File: src/rtl/mod_exp_seq_if.sv
// Request/response bus between the exponentiation sequencer and a Montgomery multiplier.
// The master issues start pulses with operands; the slave returns a one-cycle done pulse with the product.
interface mod_exp_seq_if #(
  parameter int unsigned bitLen     = 64,
  parameter int unsigned countWidth = 4
);
  logic                  mp_start;
  logic [bitLen-1:0]     mp_a;
  logic [bitLen-1:0]     mp_b;
  logic [bitLen-1:0]     mp_m;
  logic [countWidth-1:0] mp_num_words;
  logic                  mp_done;
  logic [bitLen-1:0]     mp_p;

  modport master (
    output mp_start, mp_a, mp_b, mp_m, mp_num_words,
    input  mp_done, mp_p
  );

  modport slave (
    input  mp_start, mp_a, mp_b, mp_m, mp_num_words,
    output mp_done, mp_p
  );
endinterface

File: src/rtl/mod_exp_seq.sv
// Left-to-right binary modular exponentiation sequencer driving an external Montgomery multiplier.
// Scans every exponent bit MSB first, then converts the accumulator out of Montgomery form.
module mod_exp_seq #(
  parameter int unsigned bitLen     = 64,
  parameter int unsigned expLen     = 64,
  parameter int unsigned countWidth = 4
) (
  input  logic                  clk,
  input  logic                  rst_n,
  input  logic                  go,
  input  logic [bitLen-1:0]     base,
  input  logic [expLen-1:0]     exponent,
  input  logic [bitLen-1:0]     modulus,
  input  logic [bitLen-1:0]     one_mont,
  input  logic [countWidth-1:0] num_words,
  mod_exp_seq_if.master         mp,
  output logic                  busy,
  output logic                  done,
  output logic [bitLen-1:0]     result
);

  localparam int unsigned IDX_W = (expLen > 1) ? $clog2(expLen) : 1;

  typedef enum logic [2:0] {
    S_IDLE,
    S_SQR_REQ,
    S_SQR_WAIT,
    S_MUL_REQ,
    S_MUL_WAIT,
    S_OUT_REQ,
    S_OUT_WAIT,
    S_DONE
  } state_t;

  state_t                r_state;
  logic [bitLen-1:0]     r_acc;
  logic [bitLen-1:0]     r_base;
  logic [expLen-1:0]     r_exp;
  logic [IDX_W-1:0]      r_idx;
  logic                  r_mp_done_d;
  logic                  r_start;
  logic [bitLen-1:0]     r_mp_a;
  logic [bitLen-1:0]     r_mp_b;
  logic [bitLen-1:0]     r_mp_m;
  logic [countWidth-1:0] r_mp_nw;
  logic                  r_busy;
  logic                  r_done;
  logic [bitLen-1:0]     r_result;

  logic w_take;
  logic w_last;

  // A held-high mp_done is consumed only on its rising edge, so it cannot leak into the next WAIT.
  assign w_take = mp.mp_done & ~r_mp_done_d;
  assign w_last = (r_idx == '0);

  assign mp.mp_start     = r_start;
  assign mp.mp_a         = r_mp_a;
  assign mp.mp_b         = r_mp_b;
  assign mp.mp_m         = r_mp_m;
  assign mp.mp_num_words = r_mp_nw;
  assign busy            = r_busy;
  assign done            = r_done;
  assign result          = r_result;

  always_ff @(posedge clk or negedge rst_n) begin
    if (!rst_n) begin
      r_state     <= S_IDLE;
      r_acc       <= '0;
      r_base      <= '0;
      r_exp       <= '0;
      r_idx       <= '0;
      r_mp_done_d <= 1'b0;
      r_start     <= 1'b0;
      r_mp_a      <= '0;
      r_mp_b      <= '0;
      r_mp_m      <= '0;
      r_mp_nw     <= '0;
      r_busy      <= 1'b0;
      r_done      <= 1'b0;
      r_result    <= '0;
    end else begin
      r_start     <= 1'b0;
      r_done      <= 1'b0;
      r_mp_done_d <= mp.mp_done;

      case (r_state)
        S_IDLE: begin
          if (go) begin
            r_base  <= base;
            r_exp   <= exponent;
            r_acc   <= one_mont;
            r_idx   <= IDX_W'(expLen - 1);
            r_mp_a  <= one_mont;
            r_mp_b  <= one_mont;
            r_mp_m  <= modulus;
            r_mp_nw <= num_words;
            r_start <= 1'b1;
            r_busy  <= 1'b1;
            r_state <= S_SQR_REQ;
          end
        end

        S_SQR_REQ: r_state <= S_SQR_WAIT;
        S_MUL_REQ: r_state <= S_MUL_WAIT;
        S_OUT_REQ: r_state <= S_OUT_WAIT;

        // Operands for the next request are registered here so they are valid in its REQ cycle.
        S_SQR_WAIT: begin
          if (w_take) begin
            r_acc   <= mp.mp_p;
            r_mp_a  <= mp.mp_p;
            r_start <= 1'b1;
            if (r_exp[r_idx]) begin
              r_mp_b  <= r_base;
              r_state <= S_MUL_REQ;
            end else if (w_last) begin
              r_mp_b  <= bitLen'(1);
              r_state <= S_OUT_REQ;
            end else begin
              r_mp_b  <= mp.mp_p;
              r_idx   <= r_idx - IDX_W'(1);
              r_state <= S_SQR_REQ;
            end
          end
        end

        S_MUL_WAIT: begin
          if (w_take) begin
            r_acc   <= mp.mp_p;
            r_mp_a  <= mp.mp_p;
            r_start <= 1'b1;
            if (w_last) begin
              r_mp_b  <= bitLen'(1);
              r_state <= S_OUT_REQ;
            end else begin
              r_mp_b  <= mp.mp_p;
              r_idx   <= r_idx - IDX_W'(1);
              r_state <= S_SQR_REQ;
            end
          end
        end

        S_OUT_WAIT: begin
          if (w_take) begin
            r_result <= mp.mp_p;
            r_done   <= 1'b1;
            r_busy   <= 1'b0;
            r_state  <= S_DONE;
          end
        end

        S_DONE: r_state <= S_IDLE;

        default: r_state <= S_IDLE;
      endcase
    end
  end

endmodule
File: src/flat_wrapper.sv
// flat-port wrapper written by rule: the top's interface ports become plain ports
module mod_exp_seq_flat 
#(
  parameter int unsigned bitLen     = 64,
  parameter int unsigned expLen     = 64,
  parameter int unsigned countWidth = 4
)
  (clk, rst_n, go, base, exponent, modulus, one_mont, num_words, busy, done, result, mp_mp_start, mp_mp_a, mp_mp_b, mp_mp_m, mp_mp_num_words, mp_mp_done, mp_mp_p);
  mod_exp_seq_if #(.bitLen(bitLen), .countWidth(countWidth)) mp_i ();
  input  logic clk;
  input  logic rst_n;
  input  logic go;
  input  logic [bitLen-1:0] base;
  input  logic [expLen-1:0] exponent;
  input  logic [bitLen-1:0] modulus;
  input  logic [bitLen-1:0] one_mont;
  input  logic [countWidth-1:0] num_words;
  output logic busy;
  output logic done;
  output logic [bitLen-1:0] result;
  output wire logic [$bits(mp_i.mp_start)-1:0] mp_mp_start;
  output wire logic [$bits(mp_i.mp_a)-1:0] mp_mp_a;
  output wire logic [$bits(mp_i.mp_b)-1:0] mp_mp_b;
  output wire logic [$bits(mp_i.mp_m)-1:0] mp_mp_m;
  output wire logic [$bits(mp_i.mp_num_words)-1:0] mp_mp_num_words;
  input wire logic [$bits(mp_i.mp_done)-1:0] mp_mp_done;
  input wire logic [$bits(mp_i.mp_p)-1:0] mp_mp_p;
  assign mp_mp_start = mp_i.mp_start;
  assign mp_mp_a = mp_i.mp_a;
  assign mp_mp_b = mp_i.mp_b;
  assign mp_mp_m = mp_i.mp_m;
  assign mp_mp_num_words = mp_i.mp_num_words;
  assign mp_i.mp_done = mp_mp_done;
  assign mp_i.mp_p = mp_mp_p;
  mod_exp_seq #(.bitLen(bitLen), .expLen(expLen), .countWidth(countWidth)) u_core (.clk(clk), .rst_n(rst_n), .go(go), .base(base), .exponent(exponent), .modulus(modulus), .one_mont(one_mont), .num_words(num_words), .mp(mp_i), .busy(busy), .done(done), .result(result));
endmodule
File: config.mk
export PLATFORM = sky130hd
export DESIGN_NAME = mod_exp_seq_flat
export DESIGN_NICKNAME = d
export VERILOG_FILES = /design/src/rtl/mod_exp_seq_if.sv /design/src/rtl/mod_exp_seq.sv /design/src/flat_wrapper.sv
export SDC_FILE = /design/constraint.sdc
export NUM_CORES = 1
export LEC_CHECK = 0
export CAP_MARGIN = 0
export CORE_AREA = 2 2 228 230
export CTS_BUF_LIST = sky130_fd_sc_hd__clkbuf_8 sky130_fd_sc_hd__clkbuf_16
export CTS_CLUSTER_SIZE = 16
export DETAILED_ROUTE_END_ITERATION = 7
export DIE_AREA = 0 0 230 232
export GPL_TIMING_DRIVEN = 0
export PLACE_DENSITY = 0.66
export SLEW_MARGIN = 20
export SYNTH_ARGS = -nofsm -noshare
export SYNTH_HDL_FRONTEND = slang
export SYNTH_SLANG_ARGS = --single-unit
File: constraint.sdc
create_clock -name clk -period 7.19 [get_ports clk]
set_input_delay 1.438 -clock clk [delete_from_list [all_inputs] [get_ports clk]]
set_output_delay 1.438 -clock clk [all_outputs]
set_load 0.03 [all_outputs]
==> metrics, run 1 <==
share of layout cells above drive strength 1 about 17%; reg2reg path depth 11; Total Routing Usage GR about a quarter; Max-Cap Viols 0; area grow syn2layout 47.16%; Avg Cell Area, Syn between 10 and 15 sq um; critical path arrival 4510 ps; RSZ-0062 raised after global routing false; total grt overflow 0; # setup viols final 0; Die ar. roughly 53000 sq um; vias in the first global route 15855; CTS tree done; detailed placement HPWL roughly 50000 um; io pins a little under 600; remaining antenna violation count 0; top cells by count, synth dfrtp_1 (401), nand2_1 (325), mux2_2 (199); min Tclk post-route between 4000 and 5000 ps; crit path cell chain clkdlybuf4s50_1, and3_1, clkbuf_1, a21o_1, clkbuf_1, clkbuf_1, clkbuf_1, a41oi_2; Finished Core Util ~50%; WHS Endpoint u_core.result[49]; period utilization a little under three fifths; Peak VDD IR roughly 320 uV; Final Cell Area 26120 sq um; post-synthesis cell type count 48; core area slightly above 50000 sq um; reg2reg end u_core.mp.mp_b[5]; Netlist Area Pre-Place roughly 18000 sq um; Critical Path Fanout Max 10; final hold vios 0; post-synthesis sequential area ratio ~57%; most common cell in the synthesized netlist dfrtp_1; post-CTS sizing 0; pre-CTS setup slack 2340 ps; Pleak ~11 nW; NumNets Final 2503; hold depth 2; worst r2r src u_core.r_idx[0]; slowest CP cell clkbuf_1; min setup slack post-route around 3100 ps; Num CTS Buffers 46; die height 232 um; Initial Util a little over a third; Simple-Gate Fraction of Synth Area 12.91%; Synth Area in Adders less than 1%; crit path kind in -> reg; skew final 23.39 ps; CP Launch Type input port; max_slew headroom a little under a third; syn_nets 1861; DR vias/cell ~5.1; f_max between 0.2 and 0.25 GHz; Yosys top cell area share 56.53%; async set-reset flop share out of synthesis between 90% and 100%; Setup TNS 0 ps; Row Count 83; Post-Synth XOR/XNOR Area 0%; Worst-path clk slew about 60 ps; number of remaining DRC errors 0; input/output buffers between 500 and 600; clock sinks 401; main combinational cell family by area after synthesis multiplexers; post-synthesis mux area share between 10% and 20%; Clock Root Buffer clkbuf_16; drt wl/cell roughly 23 um; CP Data Required Time between 7000 and 8000 ps; largest net degree at the start of global routing 93; Compound-Gate Fraction of Synth Area between 10% and 20%; first-pass GRT wire length ~100000 um; cts hold-fix bufs 0; worst min-delay path category reg -> reg; Final Wtd Congestion about 0.87; CP dominant cell by count clkbuf_1; actual slew at the worst max-slew pin slightly above 1000 ps; synthesized netlist cell count 1532; initial DRC count between 900 and 1000; Yosys reg bits between 400 and 500; hold slack approximately 470 ps; initial antenna violation count 8; Max Root-Sink Buffers 3; Synth Warn # 0; Max stage delay on crit path between 700 and 800 ps; DRT Wirelength between 60000 and 70000 um; area leader, netlist dfrtp_1; Register-to-Register Setup Slack roughly 3600 ps; top cells by area, synth dfrtp_1 (57%), mux2_2 (13%), nand2_1 (6.9%), a41oi_2 (5.5%), a21bo_1 (3.6%); hold_sp u_core.result[49]; vias after detailed routing 14852; total iterations of the first detailed-routing run 5; Cell Pwr Density 529.1 nW/um^2; Post CTS Setup Buffer Count 0; Post-synth EDFFs 0; dpl cell area around 25000 sq um; status finished clean; Clock H-tree levels 2; crit path capture type flip-flop; ys flop type dfrtp_1; worst skew pair latency 590 ps; chip width approximately 230 um; Slew Limit Fails 0
## through the flow
| step | cells | power [mW] |
|---|---|---|
| 5_1_grt | 2891 | 14.54 |
| 3_5_place_dp | 2806 | 11.55 |
| 3_3_place_gp | 2802 | 11.40 |
| 6_report | 2892 | 13.82 |
| 2_1_floorplan | 1532 | 8.367 |
| 4_1_cts | 2888 | 13.92 |
## metal layers
metal	share of wire (%)	global-route usage (%)	up-vias
met2	49	42.95	606
met4	2.5	6.976	8
met1	41	31.00	7502
met5	0.066	0	-
met3	7.6	6.680	100
li1	-	-	6636
## state kept, by name, summed over array words and instances, names as in the netlist, 3 cells and up
name,cells
u_core.mp.mp_a,64
u_core.mp.mp_num_words,4
u_core.r_state,3
u_core.result,64
u_core.mp.mp_b,64
u_core.r_idx,6
u_core.mp.mp_m,64
u_core.r_exp,64
u_core.r_base,64
## area by class of cell
cell class                 instances  area [sq um]
antenna                            4         10.01
timing repair buffer             594          6021
buffer                           117         520.5
clock inverter                    26         200.2
clock buffer                      56          1289
tap                              680         850.8
multi-input combinational       1008          7172
fill                            4577         24770
sequential                       401         10030
inverter                           6         22.52
## worst max-delay path by stage
| stage | from | to | slack [ps] | cells after the start |
|---|---|---|---|---|
| finish | go | u_core.mp.mp_b[53] | 3070 | 8 |
| global route | go | u_core.mp.mp_b[53] | 2880 | 8 |
| CTS | go | u_core.mp.mp_b[53] | 2950 | 8 |
| detailed placement | go | u_core.mp.mp_b[53] | 2340 | 8 |
| global placement | rst_n | u_core.r_exp[61] | -13410 | 1 |
| floorplan | go | u_core.r_idx[5] | 4150 | 7 |
## critical path, delay by kind of cell
kind	cells	cell delay [ps]
compound gates	2	330
simple gates	1	150
buf+inv	5	2570
## cells in the final DEF, fill, tap and decap left out, types with 3 or more instances in the layout
| cell type | netlist | layout |
|---|---|---|
| mux2_2 | 199 | 199 |
| a21bo_1 | 63 | 63 |
| nand2_1 | 325 | 325 |
| clkdlybuf4s50_1 | 0 | 589 |
| mux4_2 | 10 | 10 |
| mux2i_1 | 13 | 13 |
| a31oi_1 | 65 | 65 |
| nor2_1 | 137 | 137 |
| clkbuf_8 | 0 | 10 |
| or3_1 | 5 | 5 |
| clkbuf_16 | 0 | 46 |
| dfrtp_1 | 401 | 401 |
| nor2b_1 | 7 | 7 |
| clkbuf_1 | 85 | 85 |
| buf_2 | 8 | 8 |
| a41oi_1 | 4 | 4 |
| nand3_1 | 65 | 65 |
| a22oi_1 | 3 | 3 |
| clkinv_2 | 0 | 6 |
| buf_16 | 0 | 4 |
| inv_1 | 6 | 16 |
| buf_6 | 8 | 8 |
| nand2b_1 | 6 | 6 |
| buf_4 | 3 | 3 |
| and3_1 | 4 | 4 |
| clkinvlp_4 | 0 | 4 |
| buf_1 | 13 | 13 |
| a21oi_1 | 8 | 8 |
| diode_2 | 0 | 4 |
| a41oi_2 | 60 | 60 |
## cells by family (layout without fill, tap and decap cells)
family	count (synthesis)	after routing
and+or+nand+nor	562	562
buffers and inverters	123	799
muxes	223	223
AOI/OAI and AO/OA	222	222
other	0	4
adders and majority gates	1	1
DFF	401	401
## power breakdown
group / internal [mW] / switching (mW)
registers: 3.42 / 0.644
logic: 3.01 / 4.43
clock network: 1.34 / 0.978
total: 7.77 / 6.05
Note: power is estimated with default switching activity, not from simulation.
==> run 2: changes to the inputs <==
- PLACE_DENSITY: 0.66 -> 0.68
- clock period: 7.19 -> 3.4 ns (I/O delays scaled with it)
==> run 2 against run 1 <==
  * Routed wire length down 0.96%
  * Register-to-register slack worse by 3400 ps
  * Critical path depth up 3
  * Count of clock-buffer cells in the layout unchanged
  * Design area up 0.62%
  * Worst hold slack worse by 1.0 ps
  * Global-route usage down 0.062 points
  * Combinational power up 110%
==> metrics, run 2 (synthesis results as in run 1) <==
Worst-path clk slew approximately 60 ps; crit path kind reg -> reg; skew final approximately 23 ps; Pleak around 11 nW; sw frac 43.25%; share of layout cells above drive strength 1 approximately 18%; min setup slack post-route about 140 ps; sequential power share between 20 and 30%; NumNets Final approximately 2500; Max Root-Sink Buffers 3; period utilization a little over nine tenths; crit path cell chain buf_6, buf_4, inv_1, ha_1, nor4bb_2, or3_1, or2_1, buf_2, clkbuf_1, a21bo_1, a41oi_2; Initial Util approximately a third; drt wl/cell 23.20 um; die height 232 um; total iterations of the first detailed-routing run 4; Register-to-Register Setup Slack 140 ps; Clock H-tree levels 2; first-pass GRT wire length ~100000 um; largest net degree at the start of global routing 97; most common cell after layout, fill and taps aside clkdlybuf4s50_1; # setup viols final 0; worst skew pair latency slightly below 600 ps; initial antenna violation count 6; Tot Pwr around 30 mW; min Tclk post-route roughly 3300 ps; Critical Path Fanout Max 10; multi-input logic area 7182 sq um; max_slew headroom 25.38%; Placed Cells 2806; clock sinks 401; number of remaining DRC errors 0; RSZ-0062 raised after global routing true; initial DRC count roughly 850; vias after detailed routing 14874; Comb pwr share 53.3%; status finished clean; input/output buffers about 600; Finished Core Util 51.65%; reg2reg path depth 11; Reg area 10030 sq um; Max stage delay on crit path roughly 560 ps; detailed placement HPWL 50050 um; Psw 12.78 mW; actual slew at the worst max-slew pin between 1000 and 1500 ps; commonest non-fill, non-tap cells in the layout clkdlybuf4s50_1 (589), dfrtp_1 (401), nand2_1 (325); reg2reg end u_core.mp.mp_b[32]; Clk pwr share 17.7%; total grt overflow 0; CP Data Required Time 3830 ps; Cell Pwr Density approximately 1100 nW/um^2; CTS tree done; vias in the first global route roughly 16000; slowest CP cell nor4bb_2; core area 50890 sq um; Clock Root Buffer clkbuf_16; Max-Cap Viols 0; Pint 16.77 mW; Slew Limit Fails 0; io pins roughly 600; pre-CTS setup slack -700.8 ps; CP Launch Type flip-flop; worst r2r src u_core.r_idx[0]; Peak VDD IR around 660 uV; final hold vios 0; Row Count between 80 and 90; CP Capture Point u_core.mp.mp_b[32]; worst min-delay path category reg -> reg; f_max between 0.3 and 0.4 GHz; final std cells w/o fill 2897; critical path arrival roughly 3700 ps; Final Wtd Congestion around 0.86; Total Routing Usage GR 24.95%; chip width 230 um; DR vias/cell slightly above 5; remaining antenna violation count 0; Crit. Startpoint u_core.r_idx[0]; area grow syn2layout 48.08%; # fillers 4527; crit path capture type flip-flop; Num CTS Buffers 46; DRT Wirelength 67220 um; Die ar. around 53000 sq um
-- run 2: changes by cell type in the layout (fill, tap and decap cells not counted), sizes merged, moves of 2 or more --
cell,change
diode,+2
inv,-3
clkinv,+2
bufinv,+4
-- run 2: worst min-delay path by stage --
stage | from | endpoint | slack [ps] | cells past startpoint
6_report | u_core.result[26] | u_core.result[26] | 470 | 2
5_1_grt | u_core.result[7] | u_core.result[7] | 500 | 2
4_1_cts | u_core.result[29] | u_core.result[29] | 480 | 2
3_5_place_dp | u_core.result[63] | u_core.result[63] | 460 | 2
3_3_place_gp | u_core.result[25] | u_core.result[25] | 460 | 2
2_1_floorplan | rst_n | u_core.busy | 380 | 0
-- run 2: through the flow --
stage / instance area (sq um) / TNS, ps / hold WS, ps
2_1_floorplan: 17750 / 0 / 384.4
6_report: 26280 / 0 / 472.9
3_5_place_dp: 24620 / -85830 / 461.7
3_3_place_gp: 24510 / -6617380 / 459.1
5_1_grt: 26270 / -6.258 / 495.8
4_1_cts: 26250 / 0 / 476.2
-- run 2: layer usage --
| metal | up-vias | global-route usage (%) | part of all wire (%) |
|---|---|---|---|
| li1 | 6650 | - | - |
| met1 | 7444 | 30.60 | 40 |
| met5 | - | 0 | 0.039 |
| met2 | 651 | 41.77 | 48 |
| met4 | 4 | 10.02 | 3.9 |
| met3 | 125 | 6.704 | 8.0 |
-- run 2: timing repair --
item                                    CTS  global route
gates resized for setup                  11            17
hold buffers                              1             0
endpoints found under the setup margin  139           106
hold endpoints to repair                 38             0
buffers inserted                          0             0
-- run 2: power by group through the flow --
stage	logic, mW	registers [mW]	clock network, mW
after detailed placement	15.8	8.62	0
after CTS	15.9	8.58	5.33
after floorplan	6.26	11.4	0
after global routing	16.7	8.86	5.53
final	15.7	8.59	5.22
after global placement	15.5	8.56	0
-- run 2: worst max-delay path, delay by kind of cell, from the launching register on --
family | cells | cell delay, ps
and+or+nand+nor | 3 | 850
DFF | 1 | 370
adders and majority gates | 1 | 210
buffers and inverters | 5 | 1350
AOI/OAI and AO/OA | 2 | 300
-- run 2: cell type report --
class	count	area share, %
Timing Repair Buffer	595	22.95
Buffer	117	2.095
Clock inverter	28	1.171
Inverter	6	0.08569
Multi-Input combinational cell	1008	27.33
Sequential cell	401	38.18
Clock buffer	56	4.903
Tap cell	680	3.237
Antenna cell	6	0.05713
==> run 3: changes to the inputs <==
- SLEW_MARGIN: 20 -> 25
==> run 3 against run 2 <==
  * Fmax up 3.8%
  * Largest power group unchanged
  * Clock power hardly changed
  * Worst hold slack got worse by 0.77 ps
  * Clock skew shrank 6.7 ps
  * Die area stayed put
  * Flip-flop and latch count stayed put
  * Setup slack better by 120 ps
  * Combinational power barely moved
==> metrics, run 3 (synthesis results as in run 1) <==
# setup viols final 0; CP Launch Type flip-flop; pre-CTS setup slack -766.0 ps; io pins 591; input/output buffers approximately 600; Register-to-Register Setup Slack around 260 ps; reg2reg end u_core.mp.mp_b[61]; clock sinks 401; hold_sp u_core.result[26]; DR vias/cell 5.097; dpl cell area about 25000 sq um; hold depth 2; CP Data Required Time roughly 3900 ps; NumNets Final 2505; Setup TNS 0 ps; f_max ~0.32 GHz; Worst-path clk slew 60 ps; CTS tree done; crit path capture type flip-flop; final hold vios 0; WHS Endpoint u_core.result[26]; Slew Limit Fails 0; skew final between 15 and 20 ps; Tot Pwr approximately 30 mW; crit path kind reg -> reg; RSZ-0062 raised after global routing false; vias after detailed routing about 15000; die height between 200 and 250 um; actual slew at the worst max-slew pin roughly 1100 ps; number of remaining DRC errors 0; initial antenna violation count 6; most common cell after layout, fill and taps aside clkdlybuf4s50_1; Post CTS Setup Buffer Count 0; Final Cell Area between 20000 and 30000 sq um; Max Root-Sink Buffers 3; Pleak roughly 11 nW; remaining antenna violation count 0; Initial Util a little over a third; Finished Core Util approximately 52%; Cell Pwr Density ~1100 nW/um^2; max_slew headroom between 20% and 30%; core area between 50000 and 60000 sq um; min Tclk post-route roughly 3100 ps; Num CTS Buffers 47; total iterations of the first detailed-routing run 5; Peak VDD IR 747.5 uV; drt wl/cell roughly 23 um; critical path arrival 3650 ps; DRT Wirelength about 67000 um; min setup slack post-route 257.9 ps; Critical Path Fanout Max 10; chip width ~230 um; largest net degree at the start of global routing 95; Row Count 83; first-pass GRT wire length ~100000 um; detailed placement HPWL 50100 um; Final Wtd Congestion roughly 0.86; share of layout cells above drive strength 1 17.56%; total grt overflow 0; worst r2r src u_core.r_idx[1]; Max-Cap Viols 0; Die ar. roughly 53000 sq um; status finished clean; worst skew pair latency roughly 600 ps; Clock H-tree levels 2; initial DRC count 976; vias in the first global route ~16000; area grow syn2layout 48.17%; Clock Root Buffer clkbuf_16; commonest non-fill, non-tap cells in the layout clkdlybuf4s50_1 (589), dfrtp_1 (401), nand2_1 (325); worst min-delay path category reg -> reg; Total Routing Usage GR ~25%; period utilization 92.42%; reg2reg path depth 11
[run 3: cell types whose count changed in the layout (fill, tap and decap cells not counted), moves of 2 or more]
cell	delta
inv_6	-2
clkinv_2	-2
clkbuf_1	-3
clkbuf_8	-3
inv_1	+3
clkbuf_2	+4
[run 3: metal layers]
| layer | wire length (um) | global-route usage [%] |
|---|---|---|
| met5 | 29 | 0 |
| met4 | 1437 | 6.734 |
| met2 | 32950 | 42.31 |
| met1 | 27530 | 30.88 |
| met3 | 5010 | 6.471 |
[run 3: power by group]
part	internal, mW	switching (mW)
clock	3.13	2.12
sequential	7.22	1.36
combinational	6.41	9.32
total	16.8	12.8
[run 3: cell type report]
type                       count  area (sq um)
antenna                        5         12.51
buffer                       117         558.0
clock buffer                  54          1272
clock inverter                29         327.8
fill                        4528         24590
inverter                       6         22.52
multi-input combinational   1008          7191
sequential                   401         10030
tap                          680         850.8
timing repair buffer         595          6031
[run 3: stage by stage]
| stage | hold WS, ps | std cells |
|---|---|---|
| final | 472.2 | 2895 |
| after global routing | 495.6 | 2893 |
| after CTS | 476.4 | 2890 |
| after detailed placement | 462.2 | 2806 |
| after global placement | 459.1 | 2802 |
| after floorplan | 384.4 | 1532 |
[run 3: how the worst max path moves through the flow]
stage / to / slack, ps / from / cells past startpoint
finish: u_core.mp.mp_b[61] / 260 / u_core.r_idx[1] / 11
global route: u_core.mp.mp_b[4] / 30 / u_core.r_idx[1] / 10
CTS: u_core.mp.mp_b[15] / 30 / u_core.r_state[2] / 8
detailed placement: u_core.mp.mp_b[53] / -770 / go / 8
global placement: u_core.mp.mp_m[13] / -16330 / rst_n / 1
floorplan: u_core.mp.mp_b[10] / 820 / u_core.r_idx[0] / 9
[run 3: repair_timing]
item | in CTS | in global routing
hold buffers | 1 | 0
endpoints found under the setup margin | 139 | 82
hold endpoints to repair | 33 | 0
gates resized for setup | 12 | 24
[run 3: worst max-delay path: stages, from the launching register on]
cell and delay [ps]:
dfrtp_1 350, buf_4 180, buf_4 210, mux4_2 260, mux2i_1 80, mux2_2 290, o2111ai_1 340, and2_1 280
clkbuf_4 290, buf_4 270, nand3_1 220, a41oi_2 270
